--- src/rtl/ssd_scan_decoder.sv ---
// Decodes multiplexed active-low seven-segment scan lines back into a 4-digit hex frame.
// Each digit slot must hold steady for STABLE_CYCLES samples before it is captured.
module ssd_scan_decoder #(
   parameter int STABLE_CYCLES  = 16,
   parameter int TIMEOUT_CYCLES = 4194304
) (
   input  logic        clk,
   input  logic        rst,
   input  logic [3:0]  an,
   input  logic [7:0]  seg,
   output logic [15:0] value,
   output logic [3:0]  dp,
   output logic        frame_valid,
   output logic        glyph_err,
   output logic [7:0]  err_count,
   output logic        stale
);

   localparam int CW = $clog2(STABLE_CYCLES + 1);
   localparam int TW = $clog2(TIMEOUT_CYCLES + 1);

   typedef enum logic [1:0] {
      IDLE     = 2'd0,
      QUALIFY  = 2'd1,
      CAPTURED = 2'd2
   } state_t;

   state_t        state_q, state_d;
   logic [CW-1:0] cnt_q, cnt_d;
   logic [11:0]   samp_q, samp_d;
   logic [15:0]   digits_q, digits_d;
   logic [3:0]    dp_tmp_q, dp_tmp_d;
   logic [3:0]    seen_q, seen_d;
   logic [15:0]   value_q, value_d;
   logic [3:0]    dp_q, dp_d;
   logic          frame_valid_q, frame_valid_d;
   logic          glyph_err_q, glyph_err_d;
   logic [7:0]    err_count_q, err_count_d;
   logic [TW-1:0] tcnt_q, tcnt_d;
   logic          stale_q, stale_d;

   logic       slot_valid;
   logic [1:0] slot_idx;
   logic       match;
   logic       capture;
   logic [4:0] dec;

   // Returns {hit, hex} for an active-low abcdefg pattern.
   function automatic logic [4:0] decode_glyph(input logic [6:0] p);
      case (p)
         7'b0000001: decode_glyph = {1'b1, 4'h0};
         7'b1001111: decode_glyph = {1'b1, 4'h1};
         7'b0010010: decode_glyph = {1'b1, 4'h2};
         7'b0000110: decode_glyph = {1'b1, 4'h3};
         7'b1001100: decode_glyph = {1'b1, 4'h4};
         7'b0100100: decode_glyph = {1'b1, 4'h5};
         7'b0100000: decode_glyph = {1'b1, 4'h6};
         7'b0001111: decode_glyph = {1'b1, 4'h7};
         7'b0000000: decode_glyph = {1'b1, 4'h8};
         7'b0000100: decode_glyph = {1'b1, 4'h9};
         7'b0001000: decode_glyph = {1'b1, 4'hA};
         7'b1100000: decode_glyph = {1'b1, 4'hB};
         7'b0110001: decode_glyph = {1'b1, 4'hC};
         7'b1000010: decode_glyph = {1'b1, 4'hD};
         7'b0110000: decode_glyph = {1'b1, 4'hE};
         7'b0111000: decode_glyph = {1'b1, 4'hF};
         default:    decode_glyph = 5'b0;
      endcase
   endfunction

   always_comb begin
      slot_valid = 1'b1;
      slot_idx   = 2'd0;
      case (an)
         4'b1110: slot_idx = 2'd0;
         4'b1101: slot_idx = 2'd1;
         4'b1011: slot_idx = 2'd2;
         4'b0111: slot_idx = 2'd3;
         default: slot_valid = 1'b0;
      endcase
   end

   assign match = slot_valid && ({an, seg} == samp_q);
   assign dec   = decode_glyph(seg[7:1]);

   always_comb begin
      state_d       = state_q;
      cnt_d         = cnt_q;
      samp_d        = {an, seg};
      digits_d      = digits_q;
      dp_tmp_d      = dp_tmp_q;
      seen_d        = seen_q;
      value_d       = value_q;
      dp_d          = dp_q;
      frame_valid_d = 1'b0;
      glyph_err_d   = 1'b0;
      err_count_d   = err_count_q;
      tcnt_d        = tcnt_q;
      stale_d       = stale_q;
      capture       = 1'b0;

      case (state_q)
         IDLE: begin
            if (slot_valid) begin
               state_d = QUALIFY;
               cnt_d   = CW'(1);
            end else begin
               cnt_d = '0;
            end
         end
         QUALIFY: begin
            if (!slot_valid) begin
               state_d = IDLE;
               cnt_d   = '0;
            end else if (match) begin
               cnt_d = cnt_q + CW'(1);
               if (cnt_q + CW'(1) == CW'(STABLE_CYCLES)) begin
                  capture = 1'b1;
                  state_d = CAPTURED;
               end
            end else begin
               cnt_d = CW'(1);
            end
         end
         CAPTURED: begin
            if (!slot_valid) begin
               state_d = IDLE;
               cnt_d   = '0;
            end else if (!match) begin
               state_d = QUALIFY;
               cnt_d   = CW'(1);
            end
         end
         default: begin
            state_d = IDLE;
            cnt_d   = '0;
         end
      endcase

      if (capture && dec[4]) begin
         digits_d[{slot_idx, 2'b00} +: 4] = dec[3:0];
         dp_tmp_d[slot_idx]               = ~seg[0];
         tcnt_d                           = '0;
         if ((seen_q | ~an) == 4'b1111) begin
            value_d       = digits_d;
            dp_d          = dp_tmp_d;
            frame_valid_d = 1'b1;
            seen_d        = 4'b0000;
            stale_d       = 1'b0;
         end else begin
            seen_d = seen_q | ~an;
         end
      end else begin
         if (capture) begin
            glyph_err_d = 1'b1;
            if (err_count_q != 8'hFF) err_count_d = err_count_q + 8'd1;
         end
         // Counter parks at the limit; the partial frame is dropped once on arrival.
         if (tcnt_q != TW'(TIMEOUT_CYCLES)) begin
            tcnt_d = tcnt_q + TW'(1);
            if (tcnt_q + TW'(1) == TW'(TIMEOUT_CYCLES)) begin
               stale_d = 1'b1;
               seen_d  = 4'b0000;
            end
         end
      end
   end

   always_ff @(posedge clk) begin
      if (rst) begin
         state_q       <= IDLE;
         cnt_q         <= '0;
         samp_q        <= '1;
         digits_q      <= '0;
         dp_tmp_q      <= '0;
         seen_q        <= '0;
         value_q       <= '0;
         dp_q          <= '0;
         frame_valid_q <= 1'b0;
         glyph_err_q   <= 1'b0;
         err_count_q   <= '0;
         tcnt_q        <= '0;
         stale_q       <= 1'b0;
      end else begin
         state_q       <= state_d;
         cnt_q         <= cnt_d;
         samp_q        <= samp_d;
         digits_q      <= digits_d;
         dp_tmp_q      <= dp_tmp_d;
         seen_q        <= seen_d;
         value_q       <= value_d;
         dp_q          <= dp_d;
         frame_valid_q <= frame_valid_d;
         glyph_err_q   <= glyph_err_d;
         err_count_q   <= err_count_d;
         tcnt_q        <= tcnt_d;
         stale_q       <= stale_d;
      end
   end

   assign value       = value_q;
   assign dp          = dp_q;
   assign frame_valid = frame_valid_q;
   assign glyph_err   = glyph_err_q;
   assign err_count   = err_count_q;
   assign stale       = stale_q;

endmodule

--- config.mk ---
export PLATFORM = sky130hd
export DESIGN_NAME = ssd_scan_decoder
export DESIGN_NICKNAME = d
export VERILOG_FILES = /design/src/rtl/ssd_scan_decoder.sv
export SDC_FILE = /design/constraint.sdc
export NUM_CORES = 1
export LEC_CHECK = 0
export BUFFER_PORTS_ARGS = -buffer_cell sky130_fd_sc_hd__buf_2
export CAP_MARGIN = 20
export CORE_AREA = 10 10 112 114
export CTS_CLUSTER_DIAMETER = 150
export DETAILED_ROUTE_END_ITERATION = 10
export DIE_AREA = 0 0 122 124
export PLACE_DENSITY = 0.75
export SETUP_SLACK_MARGIN = 0.4
export SLEW_MARGIN = 20
export SYNTH_ARGS = -nofsm -noshare
export SYNTH_HDL_FRONTEND = slang
export SYNTH_SLANG_ARGS = --single-unit
--- constraint.sdc ---
create_clock -name clk -period 2.3 [get_ports clk]
set_input_delay 0.23 -clock clk [delete_from_list [all_inputs] [get_ports clk]]
set_output_delay 0.23 -clock clk [all_outputs]
set_load 0.01 [all_outputs]
==> out/results.tsv, run 1 <==
stage	metric	value	unit
detailed_routing	wl	14400	µm
detailed_routing	num_vias	4908	
logic_synthesis	yosysSeqAreaShare	0.383	
timing	period_share	0.928	
die	dieArea	0.0151	mm²
power_and_ir_drop	cellPowerDensity	470	mW/mm²
timing	clock.fmax	0.468	GHz
detailed_routing	drt_iter0_markers	419	
cells_and_area	utilization	0.635	
logic_synthesis	synth_area	0.00507	mm²
cells_and_area	drive_above_1_share	0.320	
job	max_cap_violations	0	
timing	setup_ws	0.165	ns
clock_network	cts_tree	done	
logic_synthesis	yosysWarnings	0	
clock_network	cts-buffers-inserted	9	
die	start_util	0.495	
setup_path	end_kind	flop	
die	num_rows	37	
place	pre_cts_ws	0.0149	ns
clock_network	max-clock-path-buffers	2	
detailed_routing	drc_errors	0	
detailed_routing	wl_per_cell	17.1	µm
place	dp_hpwl	9140	µm
setup_path	required	2.60	ns
grt	grt_pass1_vias	4709	
logic_synthesis	synthFlopType	dfxtp_1	
clock_network	root_buffer	clkbuf_8	
detailed_routing	via_per_inst	5.84	
timing	fin_skew	0.0115	ns
timing	relSlewSlack	0.617	
die	die_width	122	µm
logic_synthesis	synth_top_area_share	0.383	
die	core_area	0.0102	mm²
logic_synthesis	postSynthCellCount	608	
cells_and_area	fin_nets	723	
logic_synthesis	synth.distinct_cells	65	
logic_synthesis	synth_area_leaders	dfxtp_1, nand2_1, a21oi_1	
die	die_y	124	µm
place	io_buffers	44	
clock_network	clkLatencyLatePin	0.38	ns
power_and_ir_drop	power_leakage	2.59	nW
detailed_routing	postRouteAntennaNets	0	
timing	setup_violations	0	
cells_and_area	area_growth_syn_to_layout	28.2	%
grt	grt-ovfl-total	0	
timing	maxSlewViolCount	0	
grt	grt_usage	0.183	
logic_synthesis	synth_largest_area_cell	dfxtp_1	
logic_synthesis	syn_avg_cell_area	8.33	µm²
setup_path	path_class	flop to flop	
worst_hold_path	hp-class	input port to flop	
timing	worst_pin_slew	0.575	ns
outcome	outcome	finished clean	
cells_and_area	final_area	0.00650	mm²
power_and_ir_drop	peakVddDrop	0.279	mV
die	num_io_pins	45	
detailed_routing	dr.pass1.iters	5	
setup_path	crit_fanout	7	
grt	grt_pass1_wl	22700	µm
setup_path	cp.arrival	2.44	ns
timing	finalHoldViolations	0	
timing	rsz0062_at_grt	true	
clock_network	cts_hold_buf	0	
timing	final.setup.tns	0	ns
clock_network	clk_pin_slew_worst_paths	0.10	ns
logic_synthesis	synth-edff-count	0	
place	postPlaceCellArea	0.00561	mm²
clock_network	cts_num_sinks	97	
cells_and_area	antenna_cells	0	
grt	antenna_found_initial	0	
clock_network	ctsHtreeMaxLevel	3	
grt	grt_max_degree	48	
logic_synthesis	synth_nets	632	
place	gp_congestion	0.941	
logic_synthesis	synthArstFlopShare	0	
setup_path	start_kind	flop	
logic_synthesis	synth-seq-cells	97	
timing	min_period	2.14	ns
-- layout make-up --
cell class	count	area [µm²]
clock inverter	6	51.3
inverter	20	75.1
fill	803	3730
timing repair buffer	111	858
sequential	97	1990
tap	136	170
clock buffer	10	138
multi-input combinational	460	3210
-- Yosys cell counts (4+ instances only) --
library cell   n
buf_4          5
nand2b_1       8
nor4_1         5
dfxtp_1       97
nor3_1         7
o21ai_1        7
ha_1          10
nand2_1       68
buf_2          8
a21oi_1       42
nor2_1        54
buf_6          5
xnor2_1       23
a31oi_1       10
o31ai_1        4
nor2b_1        8
or2_2         12
clkbuf_1      16
nand4_1       17
a221oi_1       5
or3_1         20
nor3_2         4
mux2i_1        5
o211ai_1       6
and3_1         8
xor2_1        15
o2bb2ai_1      4
o21bai_1       8
nor3b_1        4
o21ai_0       20
inv_1         20
nand3_1       33
-- logic make-up after synthesis --
logic type               share of synthesized area
flip-flops                                   0.383
AO/OA/AOI/OAI                                0.154
adder cells (fa/ha/maj)                     0.0247
multiplexers                               0.00988
buffers and inverters                       0.0531
AND/OR/NAND/NOR                              0.303
XOR/XNOR                                    0.0721
-- worst paths after layout --
| path | startpoint | endpoint | slack [ns] | cells after the start |
|---|---|---|---|---|
| max | cnt_q[0] | err_count[7] | 0.16 | 8 |
| min | an[0] | samp_q[8] | 0.16 | 2 |
| max reg2reg | cnt_q[0] | err_count[7] | 0.16 | 8 |
| min reg2reg | digits_q[2] | digits_q[2] | 0.46 | 2 |
-- critical path: stages (launching register included) --
cell and delay, ns:
dfxtp_4 0.40, ha_4 0.16, nand4_1 0.08, or3_1 0.32, nand3_2 0.08, and4_4 0.29
o211ai_4 0.14, or4_1 0.42, a21oi_1 0.16
-- power by group --
part | switching (mW) | leakage [nW] | internal (mW)
combinational | 0.184 | 1.70 | 0.104
clock | 0.631 | 0.0931 | 0.434
sequential | 0.0159 | 0.797 | 1.68
-- stage by stage --
stage / cells / total power, mW / hold WS, ns
2_1_floorplan: 608 / 1.95 / 0.337
3_3_place_gp: 780 / 2.00 / 0.437
3_5_place_dp: 780 / 2.01 / 0.449
4_1_cts: 835 / 3.05 / 0.155
5_1_grt: 840 / 3.16 / 0.161
6_report: 840 / 3.05 / 0.159
-- state kept, by name (all words and copies together) (netlist names) --
name,flops
err_count,8
dp_tmp_q,4
digits_q,16
glyph_err,1
stale,1
frame_valid,1
state_q,2
value,16
samp_q,12
dp,4
cnt_q,5
tcnt_q,23
seen_q,4
-- layer usage --
metal,vias to the layer above,part of all wire,GRT usage
li1,2337,-,-
met1,2351,0.40,0.193
met4,0,0.026,0.0797
met3,40,0.063,0.0457
met2,180,0.51,0.339
met5,-,0,0
-- repair_timing --
| item | CTS | global route |
|---|---|---|
| setup buffers | 34 | 4 |
| setup endpoints to repair | 76 | 81 |
| gates cloned | 5 | 1 |
| pin swaps | 35 | 18 |
| gates resized for setup | 54 | 33 |
-- placed cells by master, fill, tap and decap left out, types with 5 or more instances in the layout --
cell      netlist  routed
nand2b_1        8       8
nand4_1        17      17
ha_1           10       6
dfxtp_4         0      11
o21ai_0        20      14
dfxtp_2         0       6
nand3_1        33      23
nor2_1         54      50
nor2b_1         8       7
o211ai_1        6       6
o21bai_1        8       8
xnor2_1        23      22
or3_1          20      20
and3_1          8       7
nand3_2         0       6
buf_4           5      49
xor2_1         15      15
nand2_1        68      65
mux2i_1         5       5
buf_6           5      12
o21ai_1         7      11
a21oi_1        42      38
dfxtp_1        97      80
a31oi_1        10      10
buf_2           8      44
inv_1          20      19
or2_2          12      12
clkbuf_8        0      10
nor3_1          7       7
Power figures use the tool's default switching activity.
==> inputs of run 2 (changes only) <==
--- a/config.mk
+++ b/config.mk
@@ -7,11 +7,11 @@
 export LEC_CHECK = 0
 export BUFFER_PORTS_ARGS = -buffer_cell sky130_fd_sc_hd__buf_2
 export CAP_MARGIN = 20
-export CORE_AREA = 10 10 112 114
+export CORE_AREA = 10 10 124 126
 export CTS_CLUSTER_DIAMETER = 150
 export DETAILED_ROUTE_END_ITERATION = 10
-export DIE_AREA = 0 0 122 124
-export PLACE_DENSITY = 0.75
+export DIE_AREA = 0 0 134 136
+export PLACE_DENSITY = 0.64
 export SETUP_SLACK_MARGIN = 0.4
 export SLEW_MARGIN = 20
 export SYNTH_ARGS = -nofsm -noshare
==> run 2 against run 1 <==
Combinational power rose by 11%. Die area up 20%. Cell count is 5.6% higher. Critical path depth is the same. Routed wire length shrank 2.7%. Final area rose by 7.4%. Register-to-register slack better by 0.07 ns. Setup slack improved by 0.069 ns. Clock power grew 39%. Clock skew up 0.0015 ns. Sequential share of layout area is 2.2 points lower. Utilization fell by 9.7 points. Largest cell class unchanged. Largest power group unchanged.
==> out/results.tsv, run 2 (synthesized netlist as in run 1, its figures left out) <==
stage	metric	value	unit	change
power_and_ir_drop	cellPowerDensity	504	mW/mm²	was 470 mW/mm²
die	num_io_pins	45		unchanged
power_and_ir_drop	netSwitchingPower	0.894	mW	was 0.831 mW
die	start_util	0.390		was 0.495
clock_network	cts_tree	done		unchanged
grt	grt_pass1_wl	22500	µm	was 22700 µm
power_and_ir_drop	power.total	3.52	mW	was 3.05 mW
detailed_routing	wl	14000	µm	was 14400 µm
place	postPlaceCellArea	0.00567	mm²	was 0.00561 mm²
cells_and_area	fin_cells	887		was 840
timing	setup_violations	0		unchanged
timing	clock.fmax	0.484	GHz	was 0.468 GHz
cells_and_area	antenna_cells	0		unchanged
cells_and_area	multi_input_area	0.00344	mm²	was 0.00321 mm²
place	gp_congestion	0.906		was 0.941
cells_and_area	nFillCells	1187		was 803
timing	worst_pin_slew	0.698	ns	was 0.575 ns
power_and_ir_drop	pwr-share-clk	0.425		was 0.349
die	dieArea	0.0182	mm²	was 0.0151 mm²
detailed_routing	via_per_inst	5.38		was 5.84
grt	grt_usage	0.148		was 0.183
setup_path	cp.arrival	2.34	ns	was 2.44 ns
outcome	outcome	finished clean		unchanged
cells_and_area	final_cell_mix	dfxtp_1, buf_4, nand2_1		was dfxtp_1, nand2_1, nor2_1
power_and_ir_drop	seq_power_share	0.484		was 0.557
grt	grt_max_degree	39		was 48
die	core_area	0.0130	mm²	was 0.0102 mm²
timing	relSlewSlack	0.535		was 0.617
die	die_width	134	µm	was 122 µm
cells_and_area	final_area	0.00698	mm²	was 0.00650 mm²
timing	period_share	0.898		was 0.928
detailed_routing	drt_iter0_markers	313		was 419
cells_and_area	utilization	0.537		was 0.635
die	die_y	136	µm	was 124 µm
timing	fin_skew	0.0131	ns	was 0.0115 ns
power_and_ir_drop	switching_share	0.254		was 0.272
clock_network	cts_hold_buf	0		unchanged
setup_path	rr_worst_depth	8		unchanged
die	num_rows	42		was 37
setup_path	crit_fanout	7		unchanged
clock_network	clkLatencyLatePin	0.35	ns	was 0.38 ns
clock_network	clk_pin_slew_worst_paths	0.07	ns	was 0.10 ns
clock_network	root_buffer	clkbuf_16		was clkbuf_8
setup_path	path_class	flop to flop		unchanged
setup_path	setup.worst_path.end	err_count[7]		unchanged
clock_network	max-clock-path-buffers	2		unchanged
power_and_ir_drop	peakVddDrop	0.361	mV	was 0.279 mV
setup_path	end_kind	flop		unchanged
timing	min_period	2.07	ns	was 2.14 ns
place	pre_cts_ws	-0.0561	ns	was 0.0149 ns
place	io_buffers	44		unchanged
timing	setup_ws	0.234	ns	was 0.165 ns
setup_path	worstSetupStartpoint	cnt_q[1]		was cnt_q[0]
clock_network	ctsHtreeMaxLevel	3		unchanged
grt	antenna_found_initial	0		unchanged
timing	maxSlewViolCount	0		unchanged
grt	grt-ovfl-total	0		unchanged
timing	rsz0062_at_grt	true		unchanged
power_and_ir_drop	p_int	2.62	mW	was 2.22 mW
worst_hold_path	hp-class	input port to flop		unchanged
cells_and_area	area_growth_syn_to_layout	37.7	%	was 28.2%
cells_and_area	regArea	0.00198	mm²	was 0.00199 mm²
detailed_routing	num_vias	4773		was 4908
power_and_ir_drop	power_frac_comb	0.091		was 0.094
clock_network	cts-buffers-inserted	9		unchanged
cells_and_area	largest_reg_flops	23		unchanged
cells_and_area	drive_above_1_share	0.401		was 0.320
detailed_routing	wl_per_cell	15.8	µm	was 17.1 µm
setup_path	r2r_start	cnt_q[1]		was cnt_q[0]
job	max_cap_violations	0		unchanged
detailed_routing	postRouteAntennaNets	0		unchanged
power_and_ir_drop	power_leakage	2.70	nW	was 2.59 nW
timing	finalHoldViolations	0		unchanged
setup_path	timing.rr.end	err_count[7]		unchanged
cells_and_area	fin_nets	731		was 723
setup_path	required	2.58	ns	was 2.60 ns
cells_and_area	final_common_cell	dfxtp_1		unchanged
clock_network	cts_num_sinks	97		unchanged
setup_path	reg2reg_slack	0.23	ns	was 0.16 ns
place	dp_hpwl	9090	µm	was 9140 µm
detailed_routing	drc_errors	0		unchanged
setup_path	start_kind	flop		unchanged
grt	grt_pass1_vias	4758		was 4709
cells_and_area	largest_register	tcnt_q		unchanged
place	dp_cells	823		was 780
detailed_routing	dr.pass1.iters	4		was 5
## run 2: cell count changes in the layout (fill, tap and decap cells not counted), moves of 7 or more
cell and delta:
nand2_2 +8, nor2_4 +10, nor2_1 -15, clkbuf_8 -10, clkbuf_16 +12, a21oi_1 -14, nand2_1 -10, a21oi_2 +14
buf_4 +7
## run 2: metal layers
metal,track usage,up-vias,wire length (µm)
met1,0.167,2305,5960
met5,0,-,0
met3,0.0288,30,516
met2,0.259,82,7090
met4,0.0774,0,442
li1,-,2356,-
## run 2: repair_timing
item                       4_1_cts  5_1_grt
gates cloned                     6        3
pin swaps                       49       43
setup endpoints to repair       74       80
setup buffers                   33        7
gates resized for setup         82       74
## run 2: how the worst min path moves through the flow
stage | startpoint | slack (ns) | cells past startpoint | endpoint
floorplan | an[0] | 0.34 | 1 | samp_q[8]
global placement | digits_q[2] | 0.43 | 2 | digits_q[2]
detailed placement | value[11] | 0.44 | 2 | value[11]
CTS | an[0] | 0.20 | 2 | samp_q[8]
global route | an[3] | 0.24 | 2 | samp_q[11]
finish | an[0] | 0.22 | 2 | samp_q[8]
## run 2: power by group through the flow
| stage | combinational [mW] | clock, mW | sequential (mW) |
|---|---|---|---|
| final | 0.319 | 1.49 | 1.70 |
| after CTS | 0.282 | 1.54 | 1.70 |
| after floorplan | 0.206 | 0 | 1.74 |
| after detailed placement | 0.264 | 0 | 1.75 |
| after global placement | 0.259 | 0 | 1.75 |
| after global routing | 0.349 | 1.60 | 1.70 |
## run 2: critical path: stages, from the launching register on
cell and delay [ns]:
dfxtp_4 0.38, ha_4 0.15, nand4_1 0.08, or3_1 0.32
nand3_2 0.09, and4_4 0.27, o211ai_4 0.13, or4_4 0.44
a21oi_2 0.14
## run 2: metrics by stage
stage	setup TNS, ns	hold slack (ns)
finish	0	0.220
detailed placement	-0.105	0.443
global route	0	0.239
floorplan	0	0.337
global placement	-0.00771	0.434
CTS	0	0.199
## run 2: area by class of cell
type	count	area share
Clock buffer	10	0.0359
Clock inverter	5	0.00646
Inverter	20	0.0108
Multi-Input combinational cell	459	0.493
Sequential cell	97	0.284
Tap cell	176	0.0316
Timing Repair Buffer	120	0.138
